==> config.mk <==
export PLATFORM = sky130hd
export DESIGN_NAME = game_ctrl
export DESIGN_NICKNAME = d
export VERILOG_FILES = /design/src/rtl/game_ctrl_pkg.sv /design/src/rtl/edge_rise.sv /design/src/rtl/game_ctrl.sv
export SDC_FILE = /design/constraint.sdc
export NUM_CORES = 1
export LEC_CHECK = 0
export BUFFER_PORTS_ARGS = -buffer_cell sky130_fd_sc_hd__buf_4
export CORE_MARGIN = 4
export CORE_UTILIZATION = 55
export CTS_BUF_LIST = sky130_fd_sc_hd__clkbuf_4 sky130_fd_sc_hd__clkbuf_8
export CTS_CLUSTER_DIAMETER = 50
export DETAILED_ROUTE_END_ITERATION = 6
export MAX_ROUTING_LAYER = met4
export PLACE_DENSITY = 0.87
export SYNTH_ARGS = -nofsm -noshare
export SYNTH_HDL_FRONTEND = slang
export SYNTH_SLANG_ARGS = --single-unit
export TNS_END_PERCENT = 5
==> constraint.sdc <==
create_clock -name clk -period 2.62 [get_ports clk]
set_input_delay 0.524 -clock clk [delete_from_list [all_inputs] [get_ports clk]]
set_output_delay 0.524 -clock clk [all_outputs]
set_load 0.005 [all_outputs]
==> src/rtl/game_ctrl_pkg.sv <==
// Shared game constants: FSM state encodings and default map addresses.
package game_ctrl_pkg;

  typedef enum logic [2:0] {
    StIdle  = 3'd0,
    StReady = 3'd1,
    StPlay  = 3'd2,
    StHit   = 3'd3,
    StWin   = 3'd4,
    StLose  = 3'd5
  } state_e;

  localparam int unsigned START_IDX_DEF   = 40;
  localparam int unsigned WIN_IDX_DEF     = 56;
  localparam int unsigned FAIL_IDX_DEF    = 64;
  localparam int unsigned LIVES_DEF       = 3;
  localparam int unsigned READY_TICKS_DEF = 4;

  // A game result (finish or fail image) is on screen.
  function automatic logic is_result(state_e s);
    return (s == StWin) || (s == StLose);
  endfunction

endpackage

==> src/rtl/edge_rise.sv <==
// Rising-edge detector: registers the input once and flags a 0->1 change.
module edge_rise (
  input  logic clk,
  input  logic rst,
  input  logic sig,
  output logic rise
);

  logic sig_q;

  // Previous-cycle sample of the input.
  always_ff @(posedge clk or negedge rst) begin
    if (!rst) begin
      sig_q <= 1'b0;
    end else begin
      sig_q <= sig;
    end
  end

  assign rise = sig & ~sig_q;

endmodule

==> src/rtl/game_ctrl.sv <==
// Game sequencer: start/ready/play/hit/result flow, map address and lives.
module game_ctrl
  import game_ctrl_pkg::*;
#(
  parameter int unsigned START_IDX   = START_IDX_DEF,
  parameter int unsigned WIN_IDX     = WIN_IDX_DEF,
  parameter int unsigned FAIL_IDX    = FAIL_IDX_DEF,
  parameter int unsigned LIVES       = LIVES_DEF,
  parameter int unsigned READY_TICKS = READY_TICKS_DEF
) (
  input  logic       clk,
  input  logic       rst,
  input  logic       tick,
  input  logic       start,
  input  logic       coll,
  output logic [6:0] idx,
  output logic       play,
  output logic       player_init,
  output logic [1:0] lives,
  output logic [2:0] state,
  output logic       done
);

  localparam logic [6:0] StartIdx  = 7'(START_IDX);
  localparam logic [6:0] WinIdx    = 7'(WIN_IDX);
  localparam logic [6:0] FailIdx   = 7'(FAIL_IDX);
  localparam logic [1:0] LivesInit = 2'(LIVES);
  localparam logic [3:0] ReadyLast = 4'(READY_TICKS - 1);

  state_e     state_q, state_d;
  logic [6:0] idx_q, idx_d;
  logic [1:0] lives_q, lives_d;
  logic [3:0] cnt_q, cnt_d;
  logic       play_q, play_d;
  logic       pinit_q, pinit_d;
  logic       done_q, done_d;
  logic       start_rise;

  edge_rise u_start_rise (
    .clk  (clk),
    .rst  (rst),
    .sig  (start),
    .rise (start_rise)
  );

  // State and registered outputs.
  always_ff @(posedge clk or negedge rst) begin
    if (!rst) begin
      state_q <= StIdle;
      idx_q   <= StartIdx;
      lives_q <= LivesInit;
      cnt_q   <= 4'd0;
      play_q  <= 1'b0;
      pinit_q <= 1'b0;
      done_q  <= 1'b0;
    end else begin
      state_q <= state_d;
      idx_q   <= idx_d;
      lives_q <= lives_d;
      cnt_q   <= cnt_d;
      play_q  <= play_d;
      pinit_q <= pinit_d;
      done_q  <= done_d;
    end
  end

  // Next state, counters and next-cycle outputs.
  always_comb begin
    state_d = state_q;
    idx_d   = idx_q;
    lives_d = lives_q;
    cnt_d   = cnt_q;
    pinit_d = 1'b0;

    case (state_q)
      StIdle: begin
        idx_d = StartIdx;
        if (start_rise) begin
          state_d = StReady;
          lives_d = LivesInit;
          pinit_d = 1'b1;
          cnt_d   = 4'd0;
        end
      end
      StReady: begin
        idx_d = StartIdx;
        if (tick) begin
          if (cnt_q == ReadyLast) begin
            state_d = StPlay;
            cnt_d   = 4'd0;
          end else begin
            cnt_d = cnt_q + 4'd1;
          end
        end
      end
      StPlay: begin
        // Collision wins over a same-cycle scroll tick.
        if (coll) begin
          state_d = StHit;
          lives_d = (lives_q != 2'd0) ? lives_q - 2'd1 : 2'd0;
        end else if (tick) begin
          if (idx_q != 7'd0) begin
            idx_d = idx_q - 7'd1;
          end else begin
            state_d = StWin;
            idx_d   = WinIdx;
          end
        end
      end
      StHit: begin
        // lives_q already holds the decremented count.
        if (lives_q == 2'd0) begin
          state_d = StLose;
          idx_d   = FailIdx;
        end else begin
          state_d = StReady;
          idx_d   = StartIdx;
          pinit_d = 1'b1;
          cnt_d   = 4'd0;
        end
      end
      StWin, StLose: begin
        idx_d = (state_q == StWin) ? WinIdx : FailIdx;
        if (state_q == StLose) begin
          lives_d = 2'd0;
        end
        if (start_rise) begin
          state_d = StIdle;
          idx_d   = StartIdx;
        end
      end
      default: begin
        state_d = StIdle;
        idx_d   = StartIdx;
        lives_d = LivesInit;
        cnt_d   = 4'd0;
      end
    endcase

    play_d = (state_d == StPlay);
    done_d = is_result(state_d);
  end

  assign idx         = idx_q;
  assign play        = play_q;
  assign player_init = pinit_q;
  assign lives       = lives_q;
  assign state       = state_q;
  assign done        = done_q;

endmodule

* Word level (Yosys, flattened, before mapping) *
Index checks and enable logic that the tools add are counted.
W data, S select, Z words.

word-level totals
  flip-flop bits (word level) = 20
  input bits = 5
  output and inout bits = 15
  word-level logic and storage cells = 71

cells by class
  $add $sub $neg = 3
  eq/ne operators = 16
  muxes and demuxes = 29
  bitwise logic cells = 4
  reductions and logical operators = 11

operators by type and width
  kind                   count
  $mux W7                6
  $mux W3                8
  $pmux W7 S3            1
  $mux W4                4
  $pmux W4 S4            1
  $pmux W3 S5            1
  $ne A2 B2 Y1 const B   7
  $eq A3 B3 Y1 const B   4
  $eq A3 B2 Y1 const B   3
  $mux W2                4
  $pmux W2 S4            1
  $reduce_and A4 Y1      2
  $reduce_bool A7 Y1     1
  $sub A7 B1 Y7 const B  1
  $add A4 B1 Y4 const B  1
  $eq A4 B2 Y1 const B   1
  $reduce_or A2 Y1       2
  $eq A3 B1 Y1 const B   1
  $logic_not A3 Y1       1
  $not A1 Y1             3
  $reduce_or A3 Y1       1
  $logic_not A2 Y1       1
  $mux W1                2
  $pmux W1 S2            1
  5 further kinds        5

* Longest topological paths before layout *
Gate-level depths: netlist (run 1).

  depth after elaboration = 7
  depth in mapped cells = 6
  gate-level depth less buffers = 6

* By module *
A second synthesis (run 1) with hierarchy kept.

unflattened totals
  cells, all modules = 115
  area, all modules = 1,192.4 um2

modules (own cells, without submodules)
  module     instances  cells each  area an instance (um2)  seq. area each (um2)
  game_ctrl  1          113         1,153.6                 480.5
  edge_rise  1          2           38.8                    25.0

* Worst setup path after synthesis (run 1) *
Ideal clock, no wire load.

  path type = in2reg
  start = input port start
  end = register cnt_q[1]
  setup time = 0.125 ns
  arrival = 1.341 ns
  required time = 2.495 ns
  slack = 1.155 ns
  stages = 4
  path buffers = 0
  path through = nand2b_1 o21a_1 o21ai_2 mux2_2

between the ends
  cells in the longest elaborated chain, start to end = 3

ends and longest elaborated chain
  item                         line             RTL
  start: declaration           game_ctrl.sv:14  input logic start,
  $and A1 B1 Y1                edge_rise.sv:20  assign rise = sig & ~sig_q;
  $ne A2 B2 Y1 (no line)       -
  $reduce_and A4 Y1 (no line)  -
  end signal: assignment       game_ctrl.sv:60  cnt_q <= cnt_d;
  end: declaration             game_ctrl.sv:33  logic [3:0] cnt_q, cnt_d;

Every way passes these cells.
A chain may end at the register's enable or synchronous reset.

* Final worst setup path (run 1) *
  start = register state_q[0] (netlist: state[0])
  end = output port state[0]

RTL lines
  item                      line             RTL
  start: declaration        game_ctrl.sv:30  state_e state_q, state_d;
  start signal: assignment  game_ctrl.sv:49  state_q <= StIdle;
  start signal: assignment  game_ctrl.sv:57  state_q <= state_d;
  end: declaration          game_ctrl.sv:20  output logic [2:0] state,

No word-level cell between the ends.

==> metrics.md, run 1 <==
| Metric | Value |
|---|---|
| Static Leak | 0.5689 nW |
| Root buffer cell | clkbuf_4 |
| Final WL | 2.389 mm |
| FF-to-FF setup slack | 0.93 ns |
| Post-Syn Nets | 125 |
| First-pass detailed-route iteration total | 4 |
| Setup_tns | 0 ns |
| Ys flop type | dfrtp_1 |
| Postcts setup bufs | 0 |
| Worst setup path class | flip-flop to output pin |
| CTS Sinks | 20 |
| Clock Latency Late Sink | between 0.3 and 0.4 ns |
| Area Overhead vs Synth | 15.54% |
| Achievable Freq | 0.5862 GHz |
| Max-cap violation count | 0 |
| Die width | 53.60 um |
| Commonest non-fill, non-tap cell in the layout | buf_4 |
| Avg Cell Area, Syn | 9.692 sq um |
| Peak VDD IR | 0.5001 mV |
| Final Cycle Share | 65.11% |
| Synth cell types | 44 |
| Post-synth EDFFs | 0 |
| Crit-path slowest cell | dfrtp_1 |
| Fin. Hold Viols | 0 |
| Clk pin slew, worst setup/hold paths | 0.12 ns |
| Inserted Clock Buffers | 3 |
| Largest net degree at the start of global routing | 21 |
| FP Rows | 16 |
| Cell family with most CP delay | flip-flops |
| Worst path max stage delay | around 0.67 ns |
| Sequential-to-total area share from yosys stat | 44.20% |
| Number of synthesized register bits | 20 |
| Rel. slew slack | between 60% and 70% |
| Routed Antenna Nets | 0 |
| Port Buffers | 19 |
| CTS tree | built |
| IO Count | 20 |
| Die Y | between 50 and 60 um |
| Worst path buffer plus inverter count | 1 |
| Tmin final | 1.706 ns |
| Most frequent cells in the layout | buf_4 (19), dfrtp_1 (16), nand2_1 (9), a21oi_1 (9), o21ai_0 (9) |
| Nets | approximately 150 |
| Cell area after layout | 1321 sq um |
| First-pass GRT wire length | 4.029 mm |
| Dpl cell area | 1285 sq um |
| Unrepaired setup endpoints after global routing | no |
| Crit path launch type | flip-flop |
| Final Max Tran Viols | 0 |
| Netlist Area Pre-Place | 1144 sq um |
| Worst EP required | 2.10 ns |
| Antenna diodes | 0 |
| Via density | between 6 and 7 |
| Async S/R FF share, synth | between 90% and 100% |
| CP Data Arrival Time | between 1 and 1.5 ns |
| Total Routing Usage GR | 19.59% |
| Worst-case clock buffer depth | 2 |
| Vias in the first global route | 927 |
| # DRC | 0 |
| Status | finished, final reports clean |
| GRT Residual Overflow | 0 |
| Hold_buf cts | 0 |
| Final GP Congestion | ~0.84 |
| Tightest Pin Transition | 0.5045 ns |
| Htree depth | 1 |
| Total Die Area | 2873 sq um |
| Total number of vias | roughly 1000 |
| Drt wl/cell | 14.57 um |
| Core Area | 1962 sq um |
| Setup Viol. Count Final | 0 |
| Post-Syn Instances | 118 |
| Worst Skew | approximately 0.0085 ns |
| Initial DRC Count | 28 |
| Post-CTS sizing | 0 |
| Share of layout cells above drive strength 1 | roughly 28% |
| Worst hold path type | input pin to async pin |
| CP endpoint kind | output pin |
| Detailed Place HPWL | 1.810 mm |
| Initial Utilization | 58.29% |
| Layout fillers | approximately 180 |
| Worst-path maximum fanout | 14 |
| Initial antenna violation count | 0 |
| Power Density | 577.6 nW/um^2 |
| Cells along the critical path | buf_4 |
| Total chip power | 0.0007632 W |
| Yosys warns | 0 |
[stage by stage]
stage	setup WS (ns)	util [%]	hold slack, ns	std cells
floorplan	1.155	-	0.2284	118
global placement	0.9956	65.50	0.4139	160
detailed placement	0.9590	65.50	0.4176	160
CTS	0.9175	67.35	0.07991	164
global route	0.8286	67.35	0.07873	164
finish	0.9142	67.35	0.06358	164
[final timing paths]
path / depth (start not counted) / end / from
max in group asynchronous: 1 / lives[0] / rst
max: 1 / state[0] / state[0]
max reg2reg: 4 / cnt_q[1] / state[0]
min reg2reg: 1 / idx[6] / idx[6]
min: 1 / state[2] / rst
min in group clk: 1 / u_start_rise.sig_q / start
[report_power, final]
part / internal [W] / switching (W) / leakage [nW]
clock network: 0.0000850 / 0.0000978 / 0.0210
registers: 0.000348 / 0.0000502 / 0.253
logic: 0.0000918 / 0.0000900 / 0.295
[state kept, by name, summed over array words and instances (netlist names)]
name,count
play,1
u_start_rise.sig_q,1
done,1
lives,2
idx,7
state,3
player_init,1
cnt_q,4
[layer usage]
layer	share of wire, %	global-route usage [%]	wire length, um
met1	45	26.06	1080
met2	48	30.41	1139
met3	5.9	3.324	142
met4	1.1	6.383	27
met5	0	-	0
[Yosys cell counts (3+ instances only)]
| master | count | area, sq um |
|---|---|---|
| a21oi_1 | 9 | 45.04 |
| and3_1 | 3 | 18.77 |
| dfrtp_1 | 16 | 400.4 |
| dfstp_2 | 4 | 105.1 |
| inv_1 | 5 | 18.77 |
| nand2_1 | 9 | 33.78 |
| nand2b_1 | 3 | 18.77 |
| nand3_1 | 5 | 25.02 |
| nand3b_1 | 3 | 22.52 |
| nor2_1 | 8 | 30.03 |
| o21ai_0 | 9 | 45.04 |
[area by class of cell]
cell class | instances | area (sq um) | share of cell area [%]
clock buffer | 4 | 36.28 | 2.746
tap | 27 | 33.78 | 2.557
multi-input combinational | 88 | 580.6 | 43.94
inverter | 6 | 22.52 | 1.705
sequential | 20 | 505.5 | 38.26
timing repair buffer | 19 | 142.6 | 10.80
[kinds of logic (layout without fill, tap and decap cells)]
group	Yosys count	after routing	share of synthesized area, %
XOR/XNOR	1	1	0.7660
multiplexers	2	2	1.969
adder cells (fa/ha/maj)	2	2	2.188
buffers and inverters	10	29	5.032
AND/OR/NAND/NOR	48	48	25.27
AO/OA/AOI/OAI	35	35	20.57
flip-flops	20	20	44.20
Note: power is estimated with default switching activity, not from simulation.
==> run 2: changes to the inputs <==
--- a/config.mk
+++ b/config.mk
@@ -7,12 +7,12 @@
 export LEC_CHECK = 0
 export BUFFER_PORTS_ARGS = -buffer_cell sky130_fd_sc_hd__buf_4
 export CORE_MARGIN = 4
-export CORE_UTILIZATION = 55
+export CORE_UTILIZATION = 51
 export CTS_BUF_LIST = sky130_fd_sc_hd__clkbuf_4 sky130_fd_sc_hd__clkbuf_8
 export CTS_CLUSTER_DIAMETER = 50
 export DETAILED_ROUTE_END_ITERATION = 6
 export MAX_ROUTING_LAYER = met4
-export PLACE_DENSITY = 0.87
+export PLACE_DENSITY = 0.85
 export SYNTH_ARGS = -nofsm -noshare
 export SYNTH_HDL_FRONTEND = slang
 export SYNTH_SLANG_ARGS = --single-unit
==> constraint.sdc (replaced) <==
create_clock -name clk -period 1.45 [get_ports clk]
set_input_delay 0.29 -clock clk [delete_from_list [all_inputs] [get_ports clk]]
set_output_delay 0.29 -clock clk [all_outputs]
set_load 0.005 [all_outputs]
==> run 2 against run 1 <==
  * Utilization increased by 6.9 points
  * Sequential power is 78% higher
  * Total power grew 84%
  * Register-to-register slack worse by 0.93 ns
  * Via count grew 8.3%
  * Die area up 6.7%
  * Cell area increased by 15%
  * Largest power group unchanged
==> metrics.md, run 2 (synthesized netlist as in run 1, its figures left out) <==
| Metric | Value |
|---|---|
| Final WS setup | 0.002164 ns (-0.9120 ns) |
| Total Die Area | 3064 sq um (+6.7%) |
| CTS Sinks | 20 (unchanged) |
| Met3 Track Usage GR | 3.730% (+0.41 points) |
| CP Data Arrival Time | 1.66 ns (+0.48 ns) |
| Top Usage Layer GRT | met2 |
| Rel. slew slack | 77.34% (+11 points) |
| Core Area | 2042 sq um (+4.1%) |
| Tightest Pin Transition | 0.3373 ns (-0.1671 ns) |
| Core Util, Final | 74.26% (+6.9 points) |
| Power Density | 927.8 nW/um^2 (+61%) |
| Static Leak | 0.6620 nW (+16%) |
| Non-Filler Instances | 183 (+12%) |
| Initial DRC Count | 28 (unchanged) |
| Detailed Place HPWL | 1.978 mm (+9.3%) |
| Port Buffers | 19 (unchanged) |
| Setup Viol. Count Final | 0 (unchanged) |
| Status | finished, final reports clean |
| Initial Utilization | 56.00% (-2.3 points) |
| Worst-case clock buffer depth | 2 (unchanged) |
| First-pass detailed-route iteration total | 4 (unchanged) |
| Worst setup path class | flip-flop to flip-flop |
| Final WL | 2.818 mm (+18%) |
| Vias in the first global route | 986 (+6.4%) |
| Layout fillers | 148 (-15%) |
| Die width | 55.36 um (+3.3%) |
| Max-cap violation count | 0 (unchanged) |
| Worst-path maximum fanout | 4 (-10) |
| Tmin final | approximately 1.4 ns |
| Achievable Freq | 0.6907 GHz |
| Total Routing Usage GR | 18.88% (-0.71 points) |
| Initial antenna violation count | 0 (unchanged) |
| Register area | 508.0 sq um (+0.49%) |
| Largest net degree at the start of global routing | 21 (unchanged) |
| Final GP Congestion | 0.8667 (+2.7%) |
| Final Cycle Share | roughly 100% |
| Most frequent cells in the layout | buf_4 (35), dfrtp_1 (14), nand2_1 (9), o21ai_0 (9) |
| Commonest non-fill, non-tap cell in the layout | buf_4 |
| Routed Antenna Nets | 0 (unchanged) |
| Fin. Hold Viols | 0 (unchanged) |
| Final Max Tran Viols | 0 (unchanged) |
| Post-Place Setup Slack | -0.03531 ns (-0.9944 ns) |
| FP Rows | 16 (unchanged) |
| Multi-input gate area | 618.1 sq um (+6.5%) |
| IO Count | 20 (unchanged) |
| Worst EP required | 1.66 ns (-0.44 ns) |
| WHS | 0.1046 ns (+0.04098 ns) |
| Total number of vias | 1070 (+8.3%) |
| Total chip power | 0.001407 W (+84%) |
| CTS tree | built |
| Share of layout cells above drive strength 1 | 41.67% (+13 points) |
| Largest register FFs | 7 (unchanged) |
| Root buffer cell | clkbuf_4 |
| Peak VDD IR | 0.8163 mV (+63%) |
| FF-to-FF setup slack | 0.002 ns (-0.93 ns) |
| Drt wl/cell | 15.40 um (+5.7%) |
| GR met2 Demand/Resource | 27.20% (-3.2 points) |
| Nets | 164 (+13%) |
| Die Y | 55.36 um (+3.3%) |
| Worst hold path type | input pin to flip-flop |
| GRT Residual Overflow | 0 (unchanged) |
| Crit path launch type | flip-flop |
| CP endpoint kind | flip-flop |
| Unrepaired setup endpoints after global routing | yes |
| Area Overhead vs Synth | 32.60% |
| Grt met1 use | 26.06% (about the same) |
| First-pass GRT wire length | 4.526 mm (+12%) |
| Inserted Clock Buffers | 3 (unchanged) |
| Clk pin slew, worst setup/hold paths | 0.11 ns (about the same) |
| Antenna diodes | 0 (unchanged) |
| Clock Latency Late Sink | 0.30 ns (about the same) |
| Via density | 5.847 (-2.9%) |
| # DRC | 0 (unchanged) |
| Worst Skew | 0.009578 ns (+0.001094 ns) |
| Htree depth | 1 (unchanged) |
| Placed cells | 177 (+11%) |
## run 2: critical path, stage by stage, from the launching register on
cell      delay [ns]
dfrtp_1         0.44
nor4_4          0.33
nand3b_1        0.21
buf_4           0.19
o21ai_0         0.19
## run 2: path summary, 6_finish.rpt
kind	cells past startpoint	to	start
min in group asynchronous	2	cnt_q[3]	rst
max in group asynchronous	2	idx[3]	rst
setup / recovery	4	done	idx[2]
hold / removal	1	u_start_rise.sig_q	start
setup reg to reg	4	done	idx[2]
hold reg to reg	1	cnt_q[0]	cnt_q[0]
## run 2: repair_timing
item / in CTS / in global routing
gates resized for setup: 3 / 8
endpoints found under the setup margin: 6 / 13
setup buffers: 0 / 1
hold buffers: 1 / 0
pin swaps: 1 / 3
hold endpoints to repair: 16 / 0
## run 2: cell type report
class / count / share of cell area [%]
Clock buffer: 4 / 1.980
Inverter: 6 / 1.485
Multi-Input combinational cell: 88 / 40.76
Sequential cell: 20 / 33.50
Tap cell: 27 / 2.228
Timing Repair Buffer: 38 / 20.05
## run 2: metal layers
metal | vias to the layer above | part of all wire (%) | wire length, um
li1 | 511 | - | -
met1 | 510 | 44 | 1234
met2 | 43 | 49 | 1372
met3 | 6 | 6.1 | 173
met4 | 0 | 1.3 | 38
met5 | - | 0 | 0
## run 2: through the flow
step                setup TNS [ns]  instance area (sq um)
floorplan                        0                   1144
global placement         -0.008693                   1425
detailed placement        -0.03809                   1425
CTS                              0                   1484
global route               -0.2788                   1516
finish                           0                   1516
## run 2: power breakdown
part	switching, W	total [W]	internal, W
sequential	0.0000782	0.000709	0.000631
combinational	0.000190	0.000404	0.000215
clock	0.000167	0.000293	0.000126
